==> src/rtl/spi_master_rx.sv <==
// spi_master_rx: SPI master that clocks one BITS-long frame in from a slave
// per start request and hands it to a valid/ready consumer.
// Optional feature: define SPI_RX_MISO_INV_EN to shift in the inverse of
// miso at every sample point (default build shifts miso in unmodified).
module spi_master_rx #(
   parameter int   BITS      = 8,
   parameter int   DIV       = 2,
   parameter logic CPOL      = 1'b1,
   parameter logic CPHA      = 1'b1,
   parameter logic LSB_FIRST = 1'b0
) (
   input  logic            clk,
   input  logic            reset_n,
   input  logic            start,
   input  logic            miso,
   output logic            sck,
   output logic            cs,
   output logic            busy,
   output logic [BITS-1:0] rx_data,
   output logic            rx_valid,
   input  logic            rx_ready,
   output logic            overrun
);

   localparam int DIV_W  = (DIV > 1) ? $clog2(DIV) : 1;
   localparam int EDGE_W = $clog2(2 * BITS + 1);

   localparam logic [DIV_W-1:0]  DIV_ZERO  = DIV_W'(1'b0);
   localparam logic [DIV_W-1:0]  DIV_ONE   = DIV_W'(1'b1);
   localparam logic [DIV_W-1:0]  DIV_LAST  = DIV_W'(DIV - 1);
   localparam logic [EDGE_W-1:0] EDGE_ZERO = EDGE_W'(1'b0);
   localparam logic [EDGE_W-1:0] EDGE_ONE  = EDGE_W'(1'b1);
   localparam logic [EDGE_W-1:0] EDGE_LAST = EDGE_W'(2 * BITS);
   localparam logic [BITS-1:0]   WORD_ZERO = BITS'(1'b0);

   typedef enum logic [1:0] {
      IDLE = 2'd0,
      XFER = 2'd1,
      HOLD = 2'd2
   } state_t;

   state_t            state_r, state_s;
   logic [DIV_W-1:0]  div_r, div_s;
   logic [EDGE_W-1:0] edge_r, edge_s;
   logic [BITS-1:0]   shift_r, shift_s;
   logic [BITS-1:0]   rx_data_r, rx_data_s;
   logic              sck_r, sck_s;
   logic              cs_r, cs_s;
   logic              busy_r, busy_s;
   logic              rx_valid_r, rx_valid_s;
   logic              overrun_r, overrun_s;
   logic              tick_s;

   // Bit actually shifted in at a sample point (optionally inverted miso).
   function automatic logic sample_bit(input logic d);
`ifdef SPI_RX_MISO_INV_EN
      return ~d;
`else
      return d;
`endif
   endfunction

   // Insert one received bit in the configured shift direction.
   function automatic logic [BITS-1:0] shift_in(input logic [BITS-1:0] cur, input logic b);
      if (LSB_FIRST) begin
         return {b, cur[BITS-1:1]};
      end else begin
         return {cur[BITS-2:0], b};
      end
   endfunction

   // Next-state, counter, shifter and output decode.
   always_comb begin
      state_s   = state_r;
      div_s     = div_r;
      edge_s    = edge_r;
      shift_s   = shift_r;
      sck_s     = sck_r;
      cs_s      = cs_r;
      rx_data_s = rx_data_r;
      overrun_s = 1'b0;
      tick_s    = (div_r == DIV_LAST);

      // Consumer handshake; a completion below may set it again.
      if (rx_valid_r && rx_ready) begin
         rx_valid_s = 1'b0;
      end else begin
         rx_valid_s = rx_valid_r;
      end

      case (state_r)
         IDLE: begin
            div_s  = DIV_ZERO;
            edge_s = EDGE_ZERO;
            sck_s  = CPOL;
            if (start) begin
               state_s = XFER;
               cs_s    = 1'b0;
               shift_s = WORD_ZERO;
            end else begin
               state_s = IDLE;
               cs_s    = 1'b1;
            end
         end
         XFER: begin
            if (tick_s) begin
               div_s  = DIV_ZERO;
               sck_s  = ~sck_r;
               edge_s = edge_r + EDGE_ONE;
               // Even edge_r means the toggle about to happen is a leading one.
               if (edge_r[0] == CPHA) begin
                  shift_s = shift_in(shift_r, sample_bit(miso));
               end else begin
                  shift_s = shift_r;
               end
               if (edge_r == (EDGE_LAST - EDGE_ONE)) begin
                  state_s = HOLD;
               end else begin
                  state_s = XFER;
               end
            end else begin
               div_s = div_r + DIV_ONE;
            end
         end
         HOLD: begin
            if (tick_s) begin
               div_s      = DIV_ZERO;
               edge_s     = EDGE_ZERO;
               cs_s       = 1'b1;
               rx_data_s  = shift_r;
               overrun_s  = rx_valid_r && !rx_ready;
               rx_valid_s = 1'b1;
               state_s    = IDLE;
            end else begin
               div_s = div_r + DIV_ONE;
            end
         end
         default: begin
            state_s = IDLE;
            div_s   = DIV_ZERO;
            edge_s  = EDGE_ZERO;
            sck_s   = CPOL;
            cs_s    = 1'b1;
         end
      endcase

      busy_s = (state_s != IDLE);
   end

   // State and datapath registers with asynchronous reset.
   always_ff @(posedge clk or negedge reset_n) begin
      if (!reset_n) begin
         state_r    <= IDLE;
         div_r      <= DIV_ZERO;
         edge_r     <= EDGE_ZERO;
         shift_r    <= WORD_ZERO;
         rx_data_r  <= WORD_ZERO;
         sck_r      <= CPOL;
         cs_r       <= 1'b1;
         busy_r     <= 1'b0;
         rx_valid_r <= 1'b0;
         overrun_r  <= 1'b0;
      end else begin
         state_r    <= state_s;
         div_r      <= div_s;
         edge_r     <= edge_s;
         shift_r    <= shift_s;
         rx_data_r  <= rx_data_s;
         sck_r      <= sck_s;
         cs_r       <= cs_s;
         busy_r     <= busy_s;
         rx_valid_r <= rx_valid_s;
         overrun_r  <= overrun_s;
      end
   end

   assign sck      = sck_r;
   assign cs       = cs_r;
   assign busy     = busy_r;
   assign rx_data  = rx_data_r;
   assign rx_valid = rx_valid_r;
   assign overrun  = overrun_r;

endmodule

==> config.mk <==
export PLATFORM = sky130hd
export DESIGN_NAME = spi_master_rx
export DESIGN_NICKNAME = d
export VERILOG_FILES = /design/src/rtl/spi_master_rx.sv
export SDC_FILE = /design/constraint.sdc
export NUM_CORES = 1
export LEC_CHECK = 0
export BUFFER_PORTS_ARGS = -buffer_cell sky130_fd_sc_hd__buf_2
export CAP_MARGIN = 40
export CORE_ASPECT_RATIO = 1.4
export CORE_MARGIN = 5
export CORE_UTILIZATION = 45
export CTS_BUF_LIST = sky130_fd_sc_hd__clkbuf_8
export DETAILED_ROUTE_END_ITERATION = 12
export GPL_TIMING_DRIVEN = 0
export PLACE_DENSITY = 0.76
export SLEW_MARGIN = 20
export SYNTH_ARGS = -nofsm -noshare
export SYNTH_HDL_FRONTEND = slang
export SYNTH_SLANG_ARGS = --single-unit
==> constraint.sdc <==
create_clock -name clk -period 1.9 [get_ports clk]
set_input_delay 0.19 -clock clk [delete_from_list [all_inputs] [get_ports clk]]
set_output_delay 0.19 -clock clk [all_outputs]
set_load 0.02 [all_outputs]
======== Word-level counts from Yosys, hierarchy flattened ========
Cells that the tools add are included.
word-level totals
  bits in registers ....................... 29
  bits of input ports ..................... 5
operators by class
  $add $sub $neg .......................... 2
  equal/unequal tests ..................... 7
  mux-type cells .......................... 24
  bitwise gates (word level) .............. 3
  reductions and logical operators ........ 12
operators by type and width
  cell                                                                   count
  8-bit 2-to-1 mux                                                       3
  8-bit one-hot mux with 2 select lines                                  1
  1-bit 2-to-1 mux                                                       11
  5-bit 2-to-1 mux                                                       2
  5-bit one-hot mux with 2 select lines                                  1
  2-bit != test, second input constant                                   4
  2-bit AND reduction                                                    4
  2-bit 2-to-1 mux                                                       3
  2-bit one-hot mux with 3 select lines                                  1
  5-bit by 1-bit adder with 5-bit output, second input constant          1
  5-bit by 4-bit equality test with 1-bit output, second input constant  1
  4-bit AND reduction                                                    1
  2-bit nonzero test                                                     2
  1-bit NOT                                                              3
  1-bit one-hot mux with 3 select lines                                  1
  2-bit by 1-bit equality test with 1-bit output, second input constant  1
  2-bit equality test, second input constant                             1
  1-bit logical AND                                                      2
  2-bit zero test                                                        1
  1-bit one-hot mux with 2 select lines                                  1
  2-bit OR reduction                                                     1
  1-bit adder, second input constant                                     1
  1-bit zero test                                                        1

======== Logic depth before layout (Yosys ltp) ========
Gate-level depths: netlist of run 1.
  depth after elaboration ................. 5
  mapped depth ............................ 6
  depth with buffers taken out ............ 6

======== Worst setup path after synthesis of run 1 ========
No wires, ideal clock.
  path kind ............................... register to register
  start ................................... reg edge_r[0]
  end ..................................... reg busy_r (netlist: busy)
  arrival time ............................ 1.498 ns
  setup slack ............................. 0.265 ns
  stages on the path, launching flop included .. 7
  buffers on the path ..................... 0
  period minus slack after synthesis ...... 1.635 ns
  path through ............................ dfrtp_1 -> ha_1 -> and3_1 -> ha_1 -> mux2_4 -> a32oi_2 -> o211ai_1
between the ends
  longest elaborated chain between the ends .. 5
RTL lines
  what                                            RTL line  RTL
  start, declared                                 44        logic [EDGE_W-1:0] edge_r, edge_s;
  start signal, assigned                          166       edge_r <= edge_s;
  5-bit by 4-bit equality test with 1-bit output  116       if (edge_r == (EDGE_LAST - EDGE_ONE)) begin
  2-bit 2-to-1 mux                                116
  2-bit 2-to-1 mux                                106       if (tick_s) begin
  2-bit one-hot mux with 3 select lines           91        case (state_r)
  2-bit nonzero test                              147       busy_s = (state_s != IDLE);
  via busy_s                                      49        logic busy_r, busy_s;
  end signal, assigned                            171       busy_r <= busy_s;
  end, declared                                   49
The timed path passes the listed nets, and every way through them passes these cells.
A chain may end at the register's enable or synchronous reset.

======== Worst setup path after layout of run 1 ========
Same ends and word-level chain as after synthesis.

==> results of run 1 <==
==> where the power goes <==
part	switching, mW	internal (mW)
Combinational	0.418	0.302
Clock	0.205	0.281
Sequential	0.0908	0.782
Total	0.714	1.37
==> per-layer routing <==
layer	global-route usage, %	vias up	wire length (um)
li1	-	466	-
met1	14.3	484	1010
met2	23.5	22	1290
met3	3.95	4	113
met4	6.60	0	24
met5	0	-	0
==> layout make-up <==
class,count,area (um^2)
Tap cell,37,46.3
Inverter,14,52.6
Fill cell,262,1290
Timing Repair Buffer,18,95.1
Clock buffer,6,82.6
Clock inverter,1,3.75
Sequential cell,29,728
Buffer,6,37.5
Multi-Input combinational cell,77,541
==> cells by family (layout without fill, tap and decap cells) <==
family          count (synthesis)  in the layout  share of synthesized area [%]
simple gates                   33             33                           11.5
mux                            12             12                           9.30
buf+inv                        20             45                           6.63
flops                          29             29                           53.6
fa+ha+maj                       6              6                           5.52
compound gates                 25             25                           12.8
xor+xnor                        1              1                          0.645
==> per-stage QoR <==
step	cell area (um^2)	setup slack, ns	instances
6_report	1590	0.147	188
5_1_grt	1590	0.0591	188
4_1_cts	1590	0.138	188
3_5_place_dp	1490	0.146	180
3_3_place_gp	1490	0.183	180
2_1_floorplan	1360	0.265	126
==> path summary, 6_finish.rpt <==
path / start / endpoint / slack (ns) / depth (start not counted)
max: edge_r[0] / busy / 0.15 / 6
min: miso / shift_r[0] / 0.18 / 3
max reg2reg: edge_r[0] / busy / 0.15 / 6
min reg2reg: cs / cs / 0.47 / 2
max in group asynchronous: reset_n / rx_valid / 1.01 / 2
min in group asynchronous: reset_n / busy / 0.47 / 2
==> placed cells by master (no fill, tap or decap), types with 2 or more instances in the layout <==
cell type,count
sky130_fd_sc_hd__dfrtp_1,27
sky130_fd_sc_hd__nand2_1,21
sky130_fd_sc_hd__buf_2,20
sky130_fd_sc_hd__inv_1,15
sky130_fd_sc_hd__mux2i_1,10
sky130_fd_sc_hd__o21ai_0,7
sky130_fd_sc_hd__ha_1,6
sky130_fd_sc_hd__clkbuf_8,6
sky130_fd_sc_hd__o21ai_1,5
sky130_fd_sc_hd__buf_4,3
sky130_fd_sc_hd__nor2b_1,3
sky130_fd_sc_hd__a22o_1,3
sky130_fd_sc_hd__o211ai_1,2
sky130_fd_sc_hd__nand2_2,2
sky130_fd_sc_hd__a21oi_1,2
sky130_fd_sc_hd__dfstp_2,2
==> flip-flops by register name (all words and copies together), names as in the netlist <==
signal / flops
sck: 1
shift_r: 8
busy: 1
cs: 1
div_r: 1
overrun: 1
edge_r: 5
state_r: 2
rx_valid: 1
rx_data: 8
==> what timing repair did <==
item                                    in CTS  in global routing
buffers inserted                             0                  0
hold endpoints to repair                    27                  0
hold buffers                                 1                  0
endpoints found under the setup margin       0                  0
==> tightest hold or removal path, cell delays in order <==
cell and delay [ns]:
sky130_fd_sc_hd__buf_2 0.10, sky130_fd_sc_hd__nand2_1 0.05, sky130_fd_sc_hd__mux2i_1 0.06
==> impl_summary.txt, run 1 <==
----------------------------------------------------
[Finish]
  Layout net count ... 162
  Antenna diode instance count ... 0
  Utilization after layout ... 55.1%
  Area growth from synthesis to layout ... 16.8%
  Fraction of layout cells with a size suffix above 1 ... 23.8%

[Power]
  P per Cell Area ... 1310 nW/um^2
  P_leak ... 0.784 nW
  Worst ir drop on vdd ... 0.721 mV
  Total chip power ... 2.08 mW

[Route]
  Total detailed-routing wirelength ... 2440 um
  Post-DR vias/cell ... 5.19
  Total vias in the final route ... 976
  Number of nets with antenna violations after routing ... 0
  Number of search-and-repair iterations in the first detailed-routing pass ... 4
  DRT iter0 DRCs ... 25
  Post-route DRC ... 0
  Average wire per cell in the routed design ... 13.0 um

[Placed design]
  Gpl congestion ... 0.736
  Post-detailed-placement half-perimeter wirelength ... 1760 um
  Count of port buffers added during placement ... 17

[Clock tree]
  Total clock sinks ... 29
  Clock tree from TritonCTS ... done
  Max H-tree Level ... 2
  Clock-pin transition on the worst setup and hold timing paths ... 0.06 ns
  Clock buffers created by TritonCTS ... 5
  Number of gates given a new drive strength after cts ... 0
  Maximum root-to-sink buffer count ... 2
  Master cell of the clock root buffer ... sky130_fd_sc_hd__clkbuf_8
  Clock latency of the later-clocked register in the worst-skew pair ... 0.27 ns

[Synthesis]
  Proportion of synthesized flip-flops having asynchronous set or reset ... 100%
  Largest area contributor in the synthesized netlist ... sky130_fd_sc_hd__dfrtp_1
  Most used standard cell by instance count after synthesis ... sky130_fd_sc_hd__dfrtp_1
  Top cells by instance count after synthesis ... sky130_fd_sc_hd__dfrtp_1 (27), sky130_fd_sc_hd__nand2_1 (21), sky130_fd_sc_hd__inv_1 (14)
  Count of mapped cells out of synthesis ... 126
  Synth cell types ... 31
  Cell area after synthesis ... 1360 um^2
  Yosys reg bits ... 29
  Part of the Yosys area used for sequential elements ... 53.6%
  Top FF cell, synth ... sky130_fd_sc_hd__dfrtp_1
  Yosys warns ... 0
  Synth area leaders ... sky130_fd_sc_hd__dfrtp_1 (50%), sky130_fd_sc_hd__mux2i_1 (7.4%), sky130_fd_sc_hd__nand2_1 (5.8%)
  Number of flops mapped to enable cells by yosys ... 0
  Average cell area after synthesis ... 10.8 um^2
  Synth Net Count ... 137
  Top cell type's share of synthesized area ... 49.7%

[Timing]
  Final-report max-slew violation count ... 0
  RSZ-0062 raised after global routing ... false
  Sum Neg Setup Slack ... 0 ns
  Min Tclk post-route ... 1.75 ns
  Worst Hold Slack ... 0.177 ns
  Share of the clock period used by the worst path after layout ... 92.3%
  Max-slew headroom ... 57.8%
  Layout Skew ... 0.00596 ns
  Endpoints failing setup ... 0
  Slew @ Worst Pin ... 0.632 ns
  Maximum clock frequency ... 0.571 GHz
  Endpoints failing hold ... 0

[Setup path]
  Category of the most critical setup path ... reg -> reg
  Crit path capture type ... flop
  Buffer and inverter count on the worst path ... 0
  Data required time at the worst endpoint ... 2.05 ns
  Cell mode on critical path ... sky130_fd_sc_hd__ha_1
  Cell type of the slowest stage on the worst timing path ... sky130_fd_sc_hd__dfrtp_1
  Sort of element at the start of the critical path ... flop
  Critical-path cell list ... ha_1, and3_1, ha_1, mux2_4, a32oi_2, o211ai_1
  Worst Path Max Fanout ... 5
  Delay contributed by the slowest stage of the critical path ... 0.44 ns
  Kind of cell adding the most delay to the critical path ... flip-flops
  WP data arrival ... 1.90 ns

[Outcome]
  Run status ... finished clean

[Global routing]
  First-pass GRT wire length ... 4340 um
  Vias in the first global route ... 1029
  Congestion Overflow GR ... 0
  Initial antenna violation count ... 0
  Largest net degree at the start of global routing ... 30
  Total global routing track utilization ... 13.2%

[Die]
  Die ar. ... 4230 um^2
  Core area ... 2880 um^2
  Starting utilization of the core area ... 47.2%
  Chip Height ... 75.0 um
  Die span in x ... 56.4 um
  Number of rows created at floorplan ... 23
  Top-level I/O count ... 18

[Run]
  Max-cap viol count ... 0

[Min path]
  Min-Delay Path Class ... in -> reg

----------------------------------------------------
(Power assumes the default switching activity.)
==> run 2: changes to the inputs <==
CTS_BUF_LIST = unset   (was sky130_fd_sc_hd__clkbuf_8)
==> run 2 against run 1 <==
- design area unchanged
- non-clock buffer count is the same
- power up 0.25%
- die area stayed put
- clock power grew 1%
- global-route usage did not move
- maximum frequency barely moved
==> impl_summary.txt, run 2 (synthesis results as in run 1) <==
----------------------------------------------------
[Placed design]
  Gpl congestion ... 0.736 (unchanged)
  Number of placed instances, taps included ... 180 (unchanged)
  Post-detailed-placement half-perimeter wirelength ... 1760 um (unchanged)
  Count of port buffers added during placement ... 17 (unchanged)

[Clock tree]
  Clock latency of the later-clocked register in the worst-skew pair ... 0.27 ns (about the same)
  Number of buffers inserted to repair setup after CTS ... 0 (unchanged)
  Max H-tree Level ... 2 (unchanged)
  Clock-pin transition on the worst setup and hold timing paths ... 0.06 ns (about the same)
  Total clock sinks ... 29 (unchanged)
  Maximum root-to-sink buffer count ... 2 (unchanged)
  Cts hold-fix bufs ... 1 (unchanged)
  Number of gates given a new drive strength after cts ... 0 (unchanged)
  Master cell of the clock root buffer ... sky130_fd_sc_hd__clkbuf_8
  Clock tree from TritonCTS ... done
  Clock buffers created by TritonCTS ... 5 (unchanged)

[Timing]
  Min Tclk post-route ... 1.75 ns (-0.000766 ns)
  Maximum clock frequency ... 0.571 GHz (about the same)
  Max-slew headroom ... 57.9% (about the same)
  Final-report max-slew violation count ... 0 (unchanged)
  Sum Neg Setup Slack ... 0 ns (unchanged)
  Slew @ Worst Pin ... 0.632 ns (-0.000208 ns)
  Layout Skew ... 0.00582 ns (-0.000138 ns)
  Worst Hold Slack ... 0.177 ns (+0.00000100 ns)
  Endpoints failing setup ... 0 (unchanged)
  RSZ-0062 raised after global routing ... false
  Endpoints failing hold ... 0 (unchanged)
  Share of the clock period used by the worst path after layout ... 92.2% (about the same)

[Die]
  Die span in x ... 56.4 um (unchanged)
  Starting utilization of the core area ... 47.2% (unchanged)
  Top-level I/O count ... 18 (unchanged)
  Number of rows created at floorplan ... 23 (unchanged)
  Chip Height ... 75.0 um (unchanged)
  Die ar. ... 4230 um^2 (unchanged)
  Core area ... 2880 um^2 (unchanged)

[Setup path]
  Buffer and inverter count on the worst path ... 0 (unchanged)
  Category of the most critical setup path ... reg -> reg
  Kind of cell adding the most delay to the critical path ... flip-flops
  Data required time at the worst endpoint ... 2.05 ns (about the same)
  Cell type of the slowest stage on the worst timing path ... sky130_fd_sc_hd__dfrtp_1
  Cell mode on critical path ... sky130_fd_sc_hd__ha_1
  Crit path capture type ... flop
  Worst Path Max Fanout ... 5 (unchanged)
  Delay contributed by the slowest stage of the critical path ... 0.44 ns (about the same)
  Sort of element at the start of the critical path ... flop
  Critical-path cell list ... ha_1, and3_1, ha_1, mux2_4, a32oi_2, o211ai_1
  WP data arrival ... 1.90 ns (about the same)

[Min path]
  Min-Delay Path Class ... in -> reg

[Global routing]
  Vias in the first global route ... 1029 (unchanged)
  Routing layer with the top usage in global route ... met2
  Congestion Overflow GR ... 0 (unchanged)
  Met3 track utilization from global routing ... 3.95% (unchanged)
  GR met2 Demand/Resource ... 23.5% (unchanged)
  Largest net degree at the start of global routing ... 30 (unchanged)
  Initial antenna violation count ... 0 (unchanged)
  First-pass GRT wire length ... 4340 um (unchanged)
  Total global routing track utilization ... 13.2% (unchanged)
  Met1 track demand over resource ... 14.3% (unchanged)

[Finish]
  Area growth from synthesis to layout ... 16.8% (unchanged)
  Highest-count cells in the layout ignoring fill and taps ... sky130_fd_sc_hd__dfrtp_1 (27), sky130_fd_sc_hd__nand2_1 (21), sky130_fd_sc_hd__buf_2 (20)
  Number of filler instances in the final layout ... 262 (unchanged)
  Layout net count ... 162 (unchanged)
  Fraction of layout cells with a size suffix above 1 ... 23.8% (unchanged)
  Antenna diode instance count ... 0 (unchanged)
  Commonest non-fill, non-tap cell in the layout ... sky130_fd_sc_hd__dfrtp_1
  Non-filler cells in the finished layout ... 188 (unchanged)

[Outcome]
  Run status ... finished clean

[Route]
  Number of search-and-repair iterations in the first detailed-routing pass ... 4 (unchanged)
  Average wire per cell in the routed design ... 13.0 um (about the same)
  Post-DR vias/cell ... 5.20 (+0.10%)
  Total vias in the final route ... 977 (+0.10%)
  Number of nets with antenna violations after routing ... 0 (unchanged)
  DRT iter0 DRCs ... 25 (unchanged)
  Total detailed-routing wirelength ... 2440 um (about the same)
  Post-route DRC ... 0 (unchanged)

[Power]
  P_leak ... 0.780 nW (-0.53%)
  Worst ir drop on vdd ... 0.721 mV (about the same)
  P per Cell Area ... 1310 nW/um^2 (+0.25%)

[Run]
  Max-cap viol count ... 0 (unchanged)

----------------------------------------------------
==> run 2: changes by cell type in the layout (fill, tap and decap cells not counted), sizes merged <==
cell    previous run  this run
clkbuf             6         7
inv               15        14
==> run 2: worst reg2reg max path: stages, from the launching register on <==
cell and delay (ns):
sky130_fd_sc_hd__dfrtp_1 0.44, sky130_fd_sc_hd__ha_1 0.26, sky130_fd_sc_hd__and3_1 0.19, sky130_fd_sc_hd__ha_1 0.19, sky130_fd_sc_hd__mux2_4 0.26, sky130_fd_sc_hd__a32oi_2 0.17, sky130_fd_sc_hd__o211ai_1 0.11
==> run 2: power by group <==
group,internal (mW),leakage (nW),switching [mW]
clock,0.286,0.0443,0.205
sequential,0.782,0.370,0.0908
combinational,0.302,0.365,0.418
total,1.37,0.780,0.714
==> run 2: area by class of cell <==
type | count | area, um^2 | area share (%)
Sequential cell | 29 | 728 | 45.9
Multi-Input combinational cell | 77 | 541 | 34.1
Timing Repair Buffer | 18 | 95.1 | 5.99
Clock buffer | 7 | 86.3 | 5.44
Inverter | 14 | 52.6 | 3.31
Tap cell | 37 | 46.3 | 2.92
Buffer | 6 | 37.5 | 2.37
==> run 2: stage by stage <==
step | total power [mW] | area [um^2] | utilization, % | worst slack [ns]
floorplan | 1.44 | 1360 | - | 0.265
global placement | 1.59 | 1490 | 51.8 | 0.183
detailed placement | 1.61 | 1490 | 51.8 | 0.146
CTS | 2.12 | 1590 | 55.1 | 0.138
global route | 2.23 | 1590 | 55.1 | 0.0591
finish | 2.08 | 1590 | 55.1 | 0.148
==> run 2: worst paths after layout <==
kind / from / end / slack (ns) / depth (start not counted)
worst max-delay path: edge_r[0] / busy / 0.15 / 6
worst min-delay path: miso / shift_r[0] / 0.18 / 3
worst max register to register: edge_r[0] / busy / 0.15 / 6
worst min register to register: cs / cs / 0.47 / 2
max in group asynchronous: reset_n / rx_valid / 1.01 / 2
min in group asynchronous: reset_n / busy / 0.47 / 2
==> run 2: routing by layer <==
layer | wire, um | up-vias
met5 | 0 | -
met4 | 24 | 0
met3 | 113 | 4
met2 | 1290 | 22
met1 | 1010 | 485
li1 | - | 466
==> run 3: changes to the inputs <==
ABC_AREA = 1   (was unset)
==> run 3 against run 2 <==
- via count increased by 2.9%
- routed wire length shrank 2.1%
- clock-buffer cell count unchanged
- largest cell class unchanged
- largest power group is now combinational cells
- highest routed layer unchanged
==> impl_summary.txt, run 3 <==
----------------------------------------------------
[Outcome]
  Run status ... finished clean

[Timing]
  Worst Hold Slack ... 0.158 ns (-0.0193 ns)
  Maximum clock frequency ... 0.632 GHz (+11%)
  Slew @ Worst Pin ... 0.627 ns (-0.00469 ns)
  Layout Skew ... 0.00494 ns (-0.000883 ns)
  Max-slew headroom ... 58.2% (+0.31 points)
  Endpoints failing setup ... 0 (unchanged)
  Final-report max-slew violation count ... 0 (unchanged)
  Endpoints failing hold ... 0 (unchanged)
  Min Tclk post-route ... 1.58 ns (-0.171 ns)
  RSZ-0062 raised after global routing ... false
  Sum Neg Setup Slack ... 0 ns (unchanged)
  Share of the clock period used by the worst path after layout ... 83.2% (-9.0 points)

[Synthesis]
  Synth area leaders ... sky130_fd_sc_hd__dfrtp_1 (50%), sky130_fd_sc_hd__nand2_1 (12%), sky130_fd_sc_hd__mux2_2 (6.7%)
  Largest area contributor in the synthesized netlist ... sky130_fd_sc_hd__dfrtp_1
  Top cells by instance count after synthesis ... sky130_fd_sc_hd__nand2_1 (44), sky130_fd_sc_hd__dfrtp_1 (27), sky130_fd_sc_hd__inv_1 (13)
  Count of mapped cells out of synthesis ... 139 (+10%)
  Synth cell types ... 20 (-35%)
  Yosys reg bits ... 29 (unchanged)
  Part of the Yosys area used for sequential elements ... 54.0% (+0.45 points)
  Proportion of synthesized flip-flops having asynchronous set or reset ... 100% (unchanged)
  Average cell area after synthesis ... 9.69 um^2 (-10%)
  Top cell type's share of synthesized area ... 50.1% (+0.42 points)
  Yosys warns ... 0 (unchanged)
  Synth Net Count ... 150 (+9.5%)
  Top FF cell, synth ... sky130_fd_sc_hd__dfrtp_1
  Cell area after synthesis ... 1350 um^2 (-0.83%)
  Most used standard cell by instance count after synthesis ... sky130_fd_sc_hd__nand2_1
  Number of flops mapped to enable cells by yosys ... 0 (unchanged)

[Clock tree]
  Total clock sinks ... 29 (unchanged)
  Maximum root-to-sink buffer count ... 2 (unchanged)
  Master cell of the clock root buffer ... sky130_fd_sc_hd__clkbuf_8
  Clock buffers created by TritonCTS ... 5 (unchanged)
  Clock latency of the later-clocked register in the worst-skew pair ... 0.28 ns (about the same)
  Number of buffers inserted to repair setup after CTS ... 0 (unchanged)
  Clock-pin transition on the worst setup and hold timing paths ... 0.06 ns (about the same)
  Clock tree from TritonCTS ... done
  Max H-tree Level ... 2 (unchanged)
  Number of gates given a new drive strength after cts ... 0 (unchanged)

[Die]
  Top-level I/O count ... 18 (unchanged)
  Chip Height ... 74.7 um (-0.36%)
  Core area ... 2880 um^2 (unchanged)
  Number of rows created at floorplan ... 23 (unchanged)
  Die ar. ... 4200 um^2 (-0.70%)
  Starting utilization of the core area ... 46.8% (-0.39 points)
  Die span in x ... 56.3 um (-0.34%)

[Placed design]
  Count of port buffers added during placement ... 17 (unchanged)
  Post-detailed-placement half-perimeter wirelength ... 1780 um (+1.2%)
  Gpl congestion ... 0.837 (+14%)

[Power]
  Worst ir drop on vdd ... 0.933 mV (+29%)
  Relative contribution of the clock network to total power ... 24.0% (+0.4 points)
  Net Switching ... 0.908 mW (+27%)
  Int Pwr ... 1.38 mW (+0.57%)
  Combinational power share ... 39.3% (+4.8 points)
  P per Cell Area ... 1440 nW/um^2 (+9.4%)
  Reg power frac ... 36.7% (-5.2 points)
  Switching power share of the total ... 39.7% (+5.5 points)
  P_leak ... 0.855 nW (+9.7%)

[Setup path]
  Crit path capture type ... flop
  Source of the worst register-to-register timing path ... state_r[1]
  Worst Path Max Fanout ... 9 (+4)
  Data required time at the worst endpoint ... 2.07 ns (+0.02 ns)
  Number of cells traversed by the worst register-to-register path ... 7 (+1)
  Worst r2r dst ... shift_r[3]
  Internal reg-to-reg setup slack ... 0.32 ns (+0.17 ns)
  WP data arrival ... 1.75 ns (-0.15 ns)
  Sort of element at the start of the critical path ... flop
  Category of the most critical setup path ... reg -> reg

[Global routing]
  Vias in the first global route ... 1006 (-2.2%)
  First-pass GRT wire length ... 4410 um (+1.6%)
  Total global routing track utilization ... 13.9% (+0.65 points)
  Largest net degree at the start of global routing ... 30 (unchanged)
  Initial antenna violation count ... 0 (unchanged)
  Congestion Overflow GR ... 0 (unchanged)

[Finish]
  Antenna diode instance count ... 0 (unchanged)
  Fraction of layout cells with a size suffix above 1 ... 26.1% (+2.2 points)
  Layout net count ... 175 (+8.0%)
  Area growth from synthesis to layout ... 18.0%
  Highest-count cells in the layout ignoring fill and taps ... sky130_fd_sc_hd__nand2_1 (44), sky130_fd_sc_hd__dfrtp_1 (27), sky130_fd_sc_hd__buf_2 (18)
  Number of filler instances in the final layout ... 276 (+5.3%)
  Commonest non-fill, non-tap cell in the layout ... sky130_fd_sc_hd__nand2_1

[Route]
  Number of search-and-repair iterations in the first detailed-routing pass ... 4 (unchanged)
  Average wire per cell in the routed design ... 11.8 um (-8.9%)
  DRT iter0 DRCs ... 20 (-20%)
  Post-DR vias/cell ... 4.98 (-4.3%)
  Post-route DRC ... 0 (unchanged)
  Total vias in the final route ... 1005 (+2.9%)
  Number of nets with antenna violations after routing ... 0 (unchanged)
  Total detailed-routing wirelength ... 2390 um (-2.1%)

[Min path]
  Hold depth ... 4 (+1)
  Endpoint with the worst hold slack ... overrun
  Min-Delay Path Class ... in -> reg
  Worst Hold Launch ... rx_ready

[Run]
  Max-cap viol count ... 0 (unchanged)

----------------------------------------------------
-- run 3: changes by cell type in the layout (fill, tap and decap cells not counted), sizes merged, moves of 3 or more --
cell	previous run	this run
nand3b	1	8
o21ai	12	7
buf	23	19
a22o	3	0
nand2	23	46
nand3	0	6
nor2	1	7
mux2	2	8
mux2i	10	0
nor2b	3	0
-- run 3: how the worst max path moves through the flow --
stage	start	end	slack, ns	depth (start not counted)
after floorplan	state_r[1]	shift_r[0]	0.52	7
after global placement	state_r[1]	shift_r[5]	0.38	7
after detailed placement	state_r[1]	shift_r[3]	0.31	7
after CTS	state_r[1]	shift_r[3]	0.30	7
after global routing	state_r[1]	shift_r[3]	0.18	7
final	state_r[1]	shift_r[3]	0.32	7
-- run 3: per-stage QoR --
step	std cells	cell area [um^2]	util, %	power, mW	setup slack (ns)
after CTS	202	1590	55.3	2.32	0.300
after detailed placement	193	1480	51.4	1.76	0.313
final	202	1590	55.3	2.29	0.319
after floorplan	139	1350	-	1.53	0.519
after global placement	193	1480	51.4	1.72	0.383
after global routing	202	1590	55.3	2.47	0.181
-- run 3: repair_timing --
action,4_1_cts,5_1_grt
hold buffers,1,0
setup endpoints to repair,0,0
hold endpoints to repair,27,0
-- run 3: kinds of logic after synthesis --
kind of cell	count (synthesis)	share of synthesized area (%)
AOI/OAI and AO/OA	12	6.41
and+or+nand+nor	67	22.2
adders and majority gates	6	5.57
buffers and inverters	17	5.11
DFF	29	54.0
muxes	8	6.69
-- run 3: power groups by stage --
stage | clock network, mW | logic (mW) | registers [mW]
after detailed placement | 0 | 0.907 | 0.852
after floorplan | 0 | 0.616 | 0.911
after CTS | 0.571 | 0.911 | 0.841
final | 0.548 | 0.898 | 0.840
after global placement | 0 | 0.876 | 0.842
after global routing | 0.599 | 1.01 | 0.859
-- run 3: cell type report --
class | count | area (um^2) | area share (%)
multi-input combinational | 93 | 551 | 34.6
sequential | 29 | 728 | 45.8
timing repair buffer | 18 | 95.1 | 5.98
inverter | 15 | 56.3 | 3.54
clock buffer | 7 | 96.3 | 6.06
clock inverter | 1 | 5.00 | 0.315
buffer | 2 | 12.5 | 0.787
tap | 37 | 46.3 | 2.91
-- run 3: worst max-delay path, cell delays in order (launching register included) --
cell and delay, ns:
sky130_fd_sc_hd__dfrtp_1 0.40, sky130_fd_sc_hd__inv_1 0.11, sky130_fd_sc_hd__ha_1 0.32, sky130_fd_sc_hd__inv_2 0.11, sky130_fd_sc_hd__o21ai_4 0.27, sky130_fd_sc_hd__nand2_4 0.13, sky130_fd_sc_hd__nand2_1 0.08, sky130_fd_sc_hd__nand2_1 0.05
-- run 3: metal layers --
metal  vias to the layer above  track usage [%]  wire length, um
met3                         5             5.66              152
li1                        493                -                -
met4                         0             7.12               42
met2                        28             24.4             1230
met1                       479             14.2              958
met5                         -                0                0
